[config.mk]
export PLATFORM = sky130hd
export DESIGN_NAME = psram_reader
export DESIGN_NICKNAME = d
export VERILOG_FILES = /design/src/rtl/psram_reader.sv
export SDC_FILE = /design/constraint.sdc
export NUM_CORES = 1
export LEC_CHECK = 0
export CORE_AREA = 2 2 84 86
export CTS_CLUSTER_DIAMETER = 50
export DETAILED_ROUTE_END_ITERATION = 8
export DIE_AREA = 0 0 86 88
export PLACE_DENSITY = 0.92
export SKIP_LAST_GASP = 1
export SLEW_MARGIN = 5
export SYNTH_ARGS = -nofsm -noshare
export SYNTH_HDL_FRONTEND = slang
export SYNTH_SLANG_ARGS = --single-unit
export TNS_END_PERCENT = 30
[constraint.sdc]
create_clock -name sys_clk -period 3 [get_ports sys_clk]
set_input_delay 0.3 -clock sys_clk [delete_from_list [all_inputs] [get_ports sys_clk]]
set_output_delay 0.3 -clock sys_clk [all_outputs]
set_load 0.05 [all_outputs]
[src/rtl/psram_reader.sv]
`default_nettype none
// ============================================================================
//  Module      : psram_reader
//  Description : Serial read engine for an SPI PSRAM. Issues Read (0x03) or
//                Fast Read (0x0B, 8 dummy cells) with a 24-bit address, then
//                shifts in a burst of bytes and presents each one as a
//                single-cycle valid pulse. sclk is a registered sys_clk/2.
//  Revision    : 1.0 - initial release
// ----------------------------------------------------------------------------
//  Parameters
//    FAST_READ       0: cmd 0x03, no dummy; 1: cmd 0x0B + 8 dummy sclk cycles
//    CE_HIGH_CYCLES  sys_clk cycles ce_n stays high before next accept (1..255)
//  Ports
//    sys_clk      in   system clock
//    sys_reset_n  in   asynchronous active-low reset
//    req          in   read request, accepted when busy=0
//    addr[23:0]   in   start address, latched at accept
//    len[7:0]     in   byte count, latched at accept (0 means 256)
//    busy         out  accept edge until CE-high guard time has expired
//    data_out[7:0]out  last received byte, held between valid pulses
//    data_valid   out  one-cycle pulse per received byte
//    done         out  one-cycle pulse on the edge ce_n returns high
//    ce_n         out  PSRAM chip enable, active low
//    sclk         out  PSRAM serial clock, SPI mode 0
//    si           out  PSRAM serial input (sio[0])
//    so           in   PSRAM serial output (sio[1])
// ============================================================================
module psram_reader #(
  parameter int unsigned FAST_READ      = 0,
  parameter int unsigned CE_HIGH_CYCLES = 4
) (
  input  logic        sys_clk,
  input  logic        sys_reset_n,
  input  logic        req,
  input  logic [23:0] addr,
  input  logic [7:0]  len,
  output logic        busy,
  output logic [7:0]  data_out,
  output logic        data_valid,
  output logic        done,
  output logic        ce_n,
  output logic        sclk,
  output logic        si,
  input  logic        so
);

  // --------------------------------------------------------------------------
  // Constants
  // --------------------------------------------------------------------------
  localparam logic [2:0] c_ST_IDLE  = 3'd0;
  localparam logic [2:0] c_ST_CMD   = 3'd1;
  localparam logic [2:0] c_ST_ADDR  = 3'd2;
  localparam logic [2:0] c_ST_DUMMY = 3'd3;
  localparam logic [2:0] c_ST_DATA  = 3'd4;
  localparam logic [2:0] c_ST_GUARD = 3'd5;

  localparam logic [7:0] c_CMD        = (FAST_READ != 0) ? 8'h0B : 8'h03;
  // Guard counter runs from CE_HIGH_CYCLES-1 down to 0, one step per cycle.
  localparam logic [7:0] c_GUARD_LOAD = 8'(CE_HIGH_CYCLES - 1);

  // --------------------------------------------------------------------------
  // State
  // --------------------------------------------------------------------------
  logic [2:0]  r_state;
  logic        r_busy;
  logic        r_ce_n;
  logic        r_sclk;
  logic        r_si;
  logic [7:0]  r_data_out;
  logic        r_data_valid;
  logic        r_done;
  logic [30:0] r_tx_sr;      // bits still to send after the one on si
  logic [6:0]  r_rx_sr;      // first seven bits of the byte being received
  logic [4:0]  r_bit_cnt;    // cells remaining in current field, minus one
  logic [8:0]  r_byte_cnt;   // bytes remaining, 256 when len was 0
  logic [7:0]  r_guard_cnt;

  logic        w_accept;
  logic [8:0]  w_byte_init;
  logic        w_last_cell;

  assign w_accept    = req && !r_busy;
  assign w_byte_init = (len == 8'd0) ? 9'd256 : {1'b0, len};
  assign w_last_cell = (r_bit_cnt == 5'd0);

  // --------------------------------------------------------------------------
  // Sequencer. Within an active state, r_sclk tells which phase comes next:
  // r_sclk=0 means the next edge raises sclk (and samples so in DATA);
  // r_sclk=1 means the next edge lowers sclk and advances si / the counters.
  // --------------------------------------------------------------------------
  always_ff @(posedge sys_clk or negedge sys_reset_n) begin
    if (!sys_reset_n) begin
      r_state      <= c_ST_IDLE;
      r_busy       <= 1'b0;
      r_ce_n       <= 1'b1;
      r_sclk       <= 1'b0;
      r_si         <= 1'b0;
      r_data_out   <= 8'h00;
      r_data_valid <= 1'b0;
      r_done       <= 1'b0;
      r_tx_sr      <= 31'd0;
      r_rx_sr      <= 7'd0;
      r_bit_cnt    <= 5'd0;
      r_byte_cnt   <= 9'd0;
      r_guard_cnt  <= 8'd0;
    end else begin
      r_data_valid <= 1'b0;
      r_done       <= 1'b0;

      case (r_state)
        c_ST_IDLE: begin
          r_ce_n <= 1'b1;
          r_sclk <= 1'b0;
          r_si   <= 1'b0;
          if (w_accept) begin
            r_busy     <= 1'b1;
            r_ce_n     <= 1'b0;
            r_si       <= c_CMD[7];
            r_tx_sr    <= {c_CMD[6:0], addr};
            r_bit_cnt  <= 5'd7;
            r_byte_cnt <= w_byte_init;
            r_state    <= c_ST_CMD;
          end
        end

        c_ST_CMD: begin
          if (!r_sclk) begin
            r_sclk <= 1'b1;
          end else begin
            r_sclk  <= 1'b0;
            // Address follows the command with no gap.
            r_si    <= r_tx_sr[30];
            r_tx_sr <= {r_tx_sr[29:0], 1'b0};
            if (w_last_cell) begin
              r_bit_cnt <= 5'd23;
              r_state   <= c_ST_ADDR;
            end else begin
              r_bit_cnt <= r_bit_cnt - 5'd1;
            end
          end
        end

        c_ST_ADDR: begin
          if (!r_sclk) begin
            r_sclk <= 1'b1;
          end else begin
            r_sclk <= 1'b0;
            if (w_last_cell) begin
              r_si      <= 1'b0;
              r_bit_cnt <= 5'd7;
              r_state   <= (FAST_READ != 0) ? c_ST_DUMMY : c_ST_DATA;
            end else begin
              r_si      <= r_tx_sr[30];
              r_tx_sr   <= {r_tx_sr[29:0], 1'b0};
              r_bit_cnt <= r_bit_cnt - 5'd1;
            end
          end
        end

        c_ST_DUMMY: begin
          // so is not sampled here; the device output is undefined.
          if (!r_sclk) begin
            r_sclk <= 1'b1;
          end else begin
            r_sclk <= 1'b0;
            r_si   <= 1'b0;
            if (w_last_cell) begin
              r_bit_cnt <= 5'd7;
              r_state   <= c_ST_DATA;
            end else begin
              r_bit_cnt <= r_bit_cnt - 5'd1;
            end
          end
        end

        c_ST_DATA: begin
          if (!r_sclk) begin
            r_sclk  <= 1'b1;
            r_rx_sr <= {r_rx_sr[5:0], so};
            if (w_last_cell) begin
              r_data_out   <= {r_rx_sr, so};
              r_data_valid <= 1'b1;
            end
          end else begin
            r_sclk <= 1'b0;
            r_si   <= 1'b0;
            if (w_last_cell) begin
              if (r_byte_cnt == 9'd1) begin
                // Last byte complete: release the device on this low edge.
                r_ce_n      <= 1'b1;
                r_done      <= 1'b1;
                r_byte_cnt  <= 9'd0;
                r_guard_cnt <= c_GUARD_LOAD;
                r_state     <= c_ST_GUARD;
              end else begin
                r_byte_cnt <= r_byte_cnt - 9'd1;
                r_bit_cnt  <= 5'd7;
              end
            end else begin
              r_bit_cnt <= r_bit_cnt - 5'd1;
            end
          end
        end

        c_ST_GUARD: begin
          r_ce_n <= 1'b1;
          r_sclk <= 1'b0;
          r_si   <= 1'b0;
          // busy drops on the final guard edge; a req seen on that same edge
          // still finds r_busy=1 and is only taken on the following edge.
          if (r_guard_cnt == 8'd0) begin
            r_busy  <= 1'b0;
            r_state <= c_ST_IDLE;
          end else begin
            r_guard_cnt <= r_guard_cnt - 8'd1;
          end
        end

        default: begin
          r_state <= c_ST_IDLE;
          r_busy  <= 1'b0;
          r_ce_n  <= 1'b1;
          r_sclk  <= 1'b0;
          r_si    <= 1'b0;
        end
      endcase
    end
  end

  assign busy       = r_busy;
  assign data_out   = r_data_out;
  assign data_valid = r_data_valid;
  assign done       = r_done;
  assign ce_n       = r_ce_n;
  assign sclk       = r_sclk;
  assign si         = r_si;

endmodule
`default_nettype wire

==> results.cfg, run 1 <==
[outcome]
status = complete, no violations

[floorplan]
core_area_mm2 = 0.006644
fp.dieW_um = 86
ios = 50
dieArea_mm2 = 0.007568
row_count = 30
die_height_um = 88
initial_core_util = 0.5911

[power_and_ir_drop]
intPower_mw = 2.739
swShare = 0.3501
vdd_ir_drop_max_v = 0.0004249
combPwrFrac = 0.387
seqPwrFrac = 0.392
pwr-share-clk = 0.221
p_per_area_mw_per_mm2 = 894.4
switching_power_mw = 1.476
cellLeakagePower_nw = 1.998

[synthesis]
yosysTopAreaCellShare = 0.4842
postSynthAreaPerCell_um2 = 11.62
synth_adder_area_share = 0.01593
ys_seq_area_frac = 0.4909
synth_nets = 379
post_synth_num_cell_types = 53
yosysMostFrequentCell = dfrtp_1
synth_compound_area_frac = 0.1007
synthFlopType = dfrtp_1
synth_top_family_by_area = multiplexers
yosys.area_share.simple = 0.1293
muxShareOfSynthArea = 0.2048
syn_area_mm2 = 0.003928
synth_top_area_cell = dfrtp_1
ys_warn_count = 0
synthTopCellsByCount = 76 x dfrtp_1, 42 x mux2_2, 25 x mux2_1, 23 x inv_1
ys_seq_elements = 77
syn_inst = 338
yosys-top-cells-area = dfrtp_1 48%, mux2_2 12%, mux2_1 7.2%
synth_edf_count = 0
synth_xor_area_frac = 0.01561
async_reset_ff_frac = 1.000

[critical_path]
crit_fanout = 31
critPathCaptureType = register
cp.depth = 7
slowest_delay_ps = 430
path_cells = inv_1 -> ha_1 -> nor4b_4 -> or3b_1 -> a21oi_4 -> buf_4 -> mux2_1
startpoint = r_bit_cnt[0]$_DFFE_PN0P_
r2r_start = r_bit_cnt[0]$_DFFE_PN0P_
cp_slowest_cell = or3b_1
worst_setup_path_start_kind = register
r2r_slack_ps = 700
cp.arrival_ps = 2520
crit_buf_inv = 2
r2r_end = r_tx_sr[19]$_DFFE_PN0P_
cp_top_family = simple AND/OR/NAND/NOR gates
reg2regPathDepth = 7
worst_ep_required_time_ps = 3220
crit_type = reg2reg

[routing]
ant_nets = 0
vias = 2748
wl_mm = 7.813
drtIter0Drc = 207
wl_per_cell_um = 16.59
vias_per_cell = 5.834
drcViolationCount = 0
drt_pass1_iterations = 4

[global_route]
grt_antenna_before_repair = 0
overflow = 0
track_usage = 0.2212
grt_max_degree = 78
grt_pass1_vias = 2837
grt_pass1_wl_mm = 13.21

[cells_and_area]
fin_area_mm2 = 0.004712
nets = 428
drive_gt1_frac = 0.1995
area_growth_pct = 19.97
diodes = 0

[clocking]
cts_buffers = 9
clkLatencyLatePin_ps = 350
root_buffer = clkbuf_8
htreeDepth = 3
cts_setup_buffers = 0
cts.sinks = 77
hold_buffers = 0
cts_tree = built
clk_pin_slew_ps = 80
clock_path_buffers = 2
cts_resized = 0

[timing]
tightest_slew_ps = 938.9
skew_ps = 9.860
max_freq_mhz = 434.6
whs_ps = 90.29
slew_violations = 0
slew-limit-headroom = 0.3740
fin_crit_ps = 2301
hold_viol_final = 0
tns_ps = 0
rsz0062_at_grt = no
fin_crit_sh = 0.7669
finalSetupViolCount = 0

[flow_run]
drv_cap = 0

[placement]
port-buffer-count = 49
dp_hpwl_mm = 5.125
place_area_mm2 = 0.004468
routabilityCongestion = 0.8320

[worst_hold_path]
min_path_type = in2async
[layout make-up]
class                      count  area, µm²
multi-input combinational    223       1843
clock inverter                 6      112.6
inverter                      23      86.33
clock buffer                   9      123.9
tap                           80      100.1
sequential                    77       1928
fill                         451       1932
timing repair buffer          53      518.0
[cells by family (layout without fill, tap and decap cells)]
logic type,count (synthesis),after routing
AOI/OAI and AO/OA,57,57
and+or+nand+nor,82,82
DFF,77,77
buffers and inverters,38,91
xor gates and xnor gates,7,7
adders and majority gates,5,5
muxes,72,72
[through the flow]
step / utilization / worst slack, ps / power [mW] / cells
4_1_cts: 0.7081 / 699.4 / 4.234 / 470
2_1_floorplan: - / 868.7 / 2.894 / 338
3_5_place_dp: 0.6725 / 686.5 / 3.267 / 455
3_3_place_gp: 0.6725 / 732.5 / 3.156 / 455
6_report: 0.7092 / 699.2 / 4.214 / 471
5_1_grt: 0.7092 / 579.4 / 4.491 / 471
[worst max-delay path by stage]
stage | end
after floorplan | r_tx_sr[15]$_DFFE_PN0P_
after global placement | r_tx_sr[20]$_DFFE_PN0P_
after detailed placement | r_tx_sr[20]$_DFFE_PN0P_
after CTS | r_tx_sr[19]$_DFFE_PN0P_
after global routing | r_guard_cnt[5]$_DFFE_PN0P_
final | r_tx_sr[19]$_DFFE_PN0P_
[power groups by stage]
stage / Combinational, mW / Sequential (mW) / Clock (mW)
2_1_floorplan: 1.28 / 1.61 / 0
3_3_place_gp: 1.52 / 1.64 / 0
3_5_place_dp: 1.61 / 1.66 / 0
4_1_cts: 1.64 / 1.65 / 0.947
5_1_grt: 1.80 / 1.70 / 0.993
6_report: 1.63 / 1.65 / 0.932
[per-layer routing]
layer | up-vias | share of wire | global-route usage
met5 | - | 0 | 0
met4 | 0 | 0.019 | 0.09668
met3 | 12 | 0.035 | 0.03676
met2 | 66 | 0.51 | 0.3707
met1 | 1355 | 0.43 | 0.2850
li1 | 1315 | - | -
[layout by cell type, fill, tap and decap left out, drive strengths merged, types with 4 or more instances in the layout]
cell type,Yosys,layout
nor3,7,7
ha,5,5
nor3b,5,5
a21oi,18,18
dfrtp,76,76
o22ai,6,6
nand2,16,16
clkdlybuf4s50,0,48
o21ai,7,7
nor4b,5,5
mux2,67,67
nand3,4,4
a32oi,5,5
nand2b,5,5
clkbuf,6,9
inv,23,23
mux2i,5,5
nor2,15,15
buf,9,5
nor4,7,7
or2,4,4
xnor2,7,7
[registers in the layout, indices dropped and copies added (netlist names)]
name / flops
si: 1
r_state: 3
done: 1
data_valid: 1
data_out: 8
r_tx_sr: 31
r_rx_sr: 7
sclk: 1
ce_n: 1
busy: 1
r_bit_cnt: 5
r_guard_cnt: 8
r_byte_cnt: 9
Note: power is estimated with default switching activity, not from simulation.
==> run 2, diff against run 1 <==
--- a/config.mk
+++ b/config.mk
@@ -5,11 +5,11 @@
 export SDC_FILE = /design/constraint.sdc
 export NUM_CORES = 1
 export LEC_CHECK = 0
-export CORE_AREA = 2 2 84 86
+export CORE_AREA = 2 2 92 94
 export CTS_CLUSTER_DIAMETER = 50
 export DETAILED_ROUTE_END_ITERATION = 8
-export DIE_AREA = 0 0 86 88
-export PLACE_DENSITY = 0.92
+export DIE_AREA = 0 0 94 96
+export PLACE_DENSITY = 0.83
 export SKIP_LAST_GASP = 1
 export SLEW_MARGIN = 5
 export SYNTH_ARGS = -nofsm -noshare
==> constraint.sdc (replaced) <==
create_clock -name sys_clk -period 1.87 [get_ports sys_clk]
set_input_delay 0.187 -clock sys_clk [delete_from_list [all_inputs] [get_ports sys_clk]]
set_output_delay 0.187 -clock sys_clk [all_outputs]
set_load 0.05 [all_outputs]
==> run 2 against run 1 <==
  * The run now ends with negative setup slack left
  * Utilization decreased by 8.0 points
  * Cell area increased by 7.5%
  * Non-clock buffer count increased by 37
  * Sequential power increased by 57%
  * Power increased by 67%
  * Critical path type unchanged
  * Largest cell class unchanged
  * Largest power group is now combinational cells
==> results.cfg, run 2 (synthesis results as in run 1) <==
[critical_path]
r2r_start = r_bit_cnt[0]$_DFFE_PN0P_
critPathCaptureType = register
worst_setup_path_start_kind = register
path_cells = inv_1 -> ha_2 -> nor4b_4 -> or3b_4 -> a21oi_4 -> clkbuf_16 -> mux2_1
cp.depth = 7
reg2regPathDepth = 7
crit_buf_inv = 2
crit_type = reg2reg
startpoint = r_bit_cnt[0]$_DFFE_PN0P_
cp.arrival_ps = 2220
worst_ep_required_time_ps = 2090
cp_top_family = simple AND/OR/NAND/NOR gates
crit_fanout = 13
slowest_delay_ps = 390
cp_slowest_cell = or3b_4

[global_route]
track_usage = 0.1839
grt_pass1_wl_mm = 12.98
grt_pass1_vias = 2848
grt_max_degree = 49
grt_antenna_before_repair = 0
overflow = 0

[timing]
fin_crit_sh = 1.067
skew_ps = 12.15
finalSetupViolCount = 32
tightest_slew_ps = 623.7
final.setup.worst_slack_ps = -125.5
tns_ps = -2854
hold_viol_final = 0
fin_crit_ps = 1996
slew-limit-headroom = 0.5842
slew_violations = 0
rsz0062_at_grt = yes
max_freq_mhz = 501.1

[clocking]
cts_buffers = 9
clk_pin_slew_ps = 80
htreeDepth = 3
root_buffer = clkbuf_8
clkLatencyLatePin_ps = 340
clock_path_buffers = 2
cts.sinks = 77
cts_tree = built

[routing]
drt_pass1_iterations = 4
wl_per_cell_um = 14.85
drcViolationCount = 0
wl_mm = 7.901
vias = 2918
vias_per_cell = 5.485
drtIter0Drc = 144
ant_nets = 0

[power_and_ir_drop]
p_per_area_mw_per_mm2 = 1389
vdd_ir_drop_max_v = 0.0006249
cellLeakagePower_nw = 2.214
total_power_mw = 7.034

[floorplan]
ios = 50
dieArea_mm2 = 0.009024
row_count = 33
fp.dieW_um = 94
core_area_mm2 = 0.008051
initial_core_util = 0.4878
die_height_um = 96

[outcome]
violations = negative setup slack
status = finished, violations left

[cells_and_area]
top_register = r_tx_sr
fill_cells = 608
final_cell_mix = 75 x dfrtp_1, 46 x clkdlybuf4s50_1, 42 x mux2_2
area_growth_pct = 28.93
final_common_cell = dfrtp_1
regArea_mm2 = 0.001929
multi_input_area_mm2 = 0.001878
largest_reg_flops = 31
diodes = 0
drive_gt1_frac = 0.2951
reg_top3 = r_tx_sr x31, r_byte_cnt x9
nets = 465

[placement]
routabilityCongestion = 0.8249
dp_hpwl_mm = 5.463
port-buffer-count = 49

[worst_hold_path]
min_path_type = in2async

[flow_run]
drv_cap = 0
## run 2: cell count changes in the layout (fill, tap and decap cells not counted), sizes merged
cell           change
clkinv             +4
clkdlybuf4s50      -2
clkbuf             +1
dlygate4sd3        +1
bufinv             -2
buf               +37
clkinvlp           -3
## run 2: worst paths after layout
kind	end	slack [ps]
min in group sys_clk	r_tx_sr[2]$_DFFE_PN0P_	490
worst min register to register	r_tx_sr[2]$_DFFE_PN0P_	490
worst min-delay path	data_out[1]$_DFFE_PN0P_	420
worst max-delay path	r_tx_sr[7]$_DFFE_PN0P_	-130
max in group asynchronous	r_tx_sr[24]$_DFFE_PN0P_	840
worst max register to register	r_tx_sr[7]$_DFFE_PN0P_	-130
## run 2: metrics by stage
stage	instance area, µm²	hold WS [ps]	std cells	setup WS [ps]	utilization
after floorplan	3990	-108.6	338	-45.40	-
after global placement	4843	237.5	515	-50.93	0.6016
after detailed placement	4843	247.2	515	-99.23	0.6016
after CTS	5031	411.7	530	-109.8	0.6249
after global routing	5064	462.7	532	-192.2	0.6289
final	5064	420.9	532	-125.5	0.6289
## run 2: final cells by class
cell class,instances,share of cell area
clock buffer,9,0.02446
clock inverter,5,0.01063
inverter,23,0.01705
multi-input combinational,223,0.3709
sequential,77,0.3810
tap,105,0.02595
timing repair buffer,90,0.1700
## run 2: power by group
| group | switching (mW) | internal [mW] | total, mW |
|---|---|---|---|
| combinational | 1.47 | 1.80 | 3.27 |
| sequential | 0.372 | 2.22 | 2.59 |
| clock | 0.572 | 0.597 | 1.17 |
## run 2: repair_timing
action,CTS,global route
buffers inserted,0,1
hold buffers,1,0
setup endpoints to repair,30,43
pin swaps,0,1
cloned,0,1
gates resized for setup,0,0
endpoints found under the hold margin,46,0
## run 2: per-layer routing
metal | track usage | part of all wire
met3 | 0.03132 | 0.032
met2 | 0.2994 | 0.49
met5 | 0 | 0
met4 | 0.09179 | 0.018
met1 | 0.2390 | 0.45
## run 2: worst reg2reg max path, stage by stage, from the launching register on
cell and delay (ps):
dfrtp_1 370, inv_1 50, ha_2 170, nor4b_4 130, or3b_4 390, a21oi_4 220
clkbuf_16 230, mux2_1 330
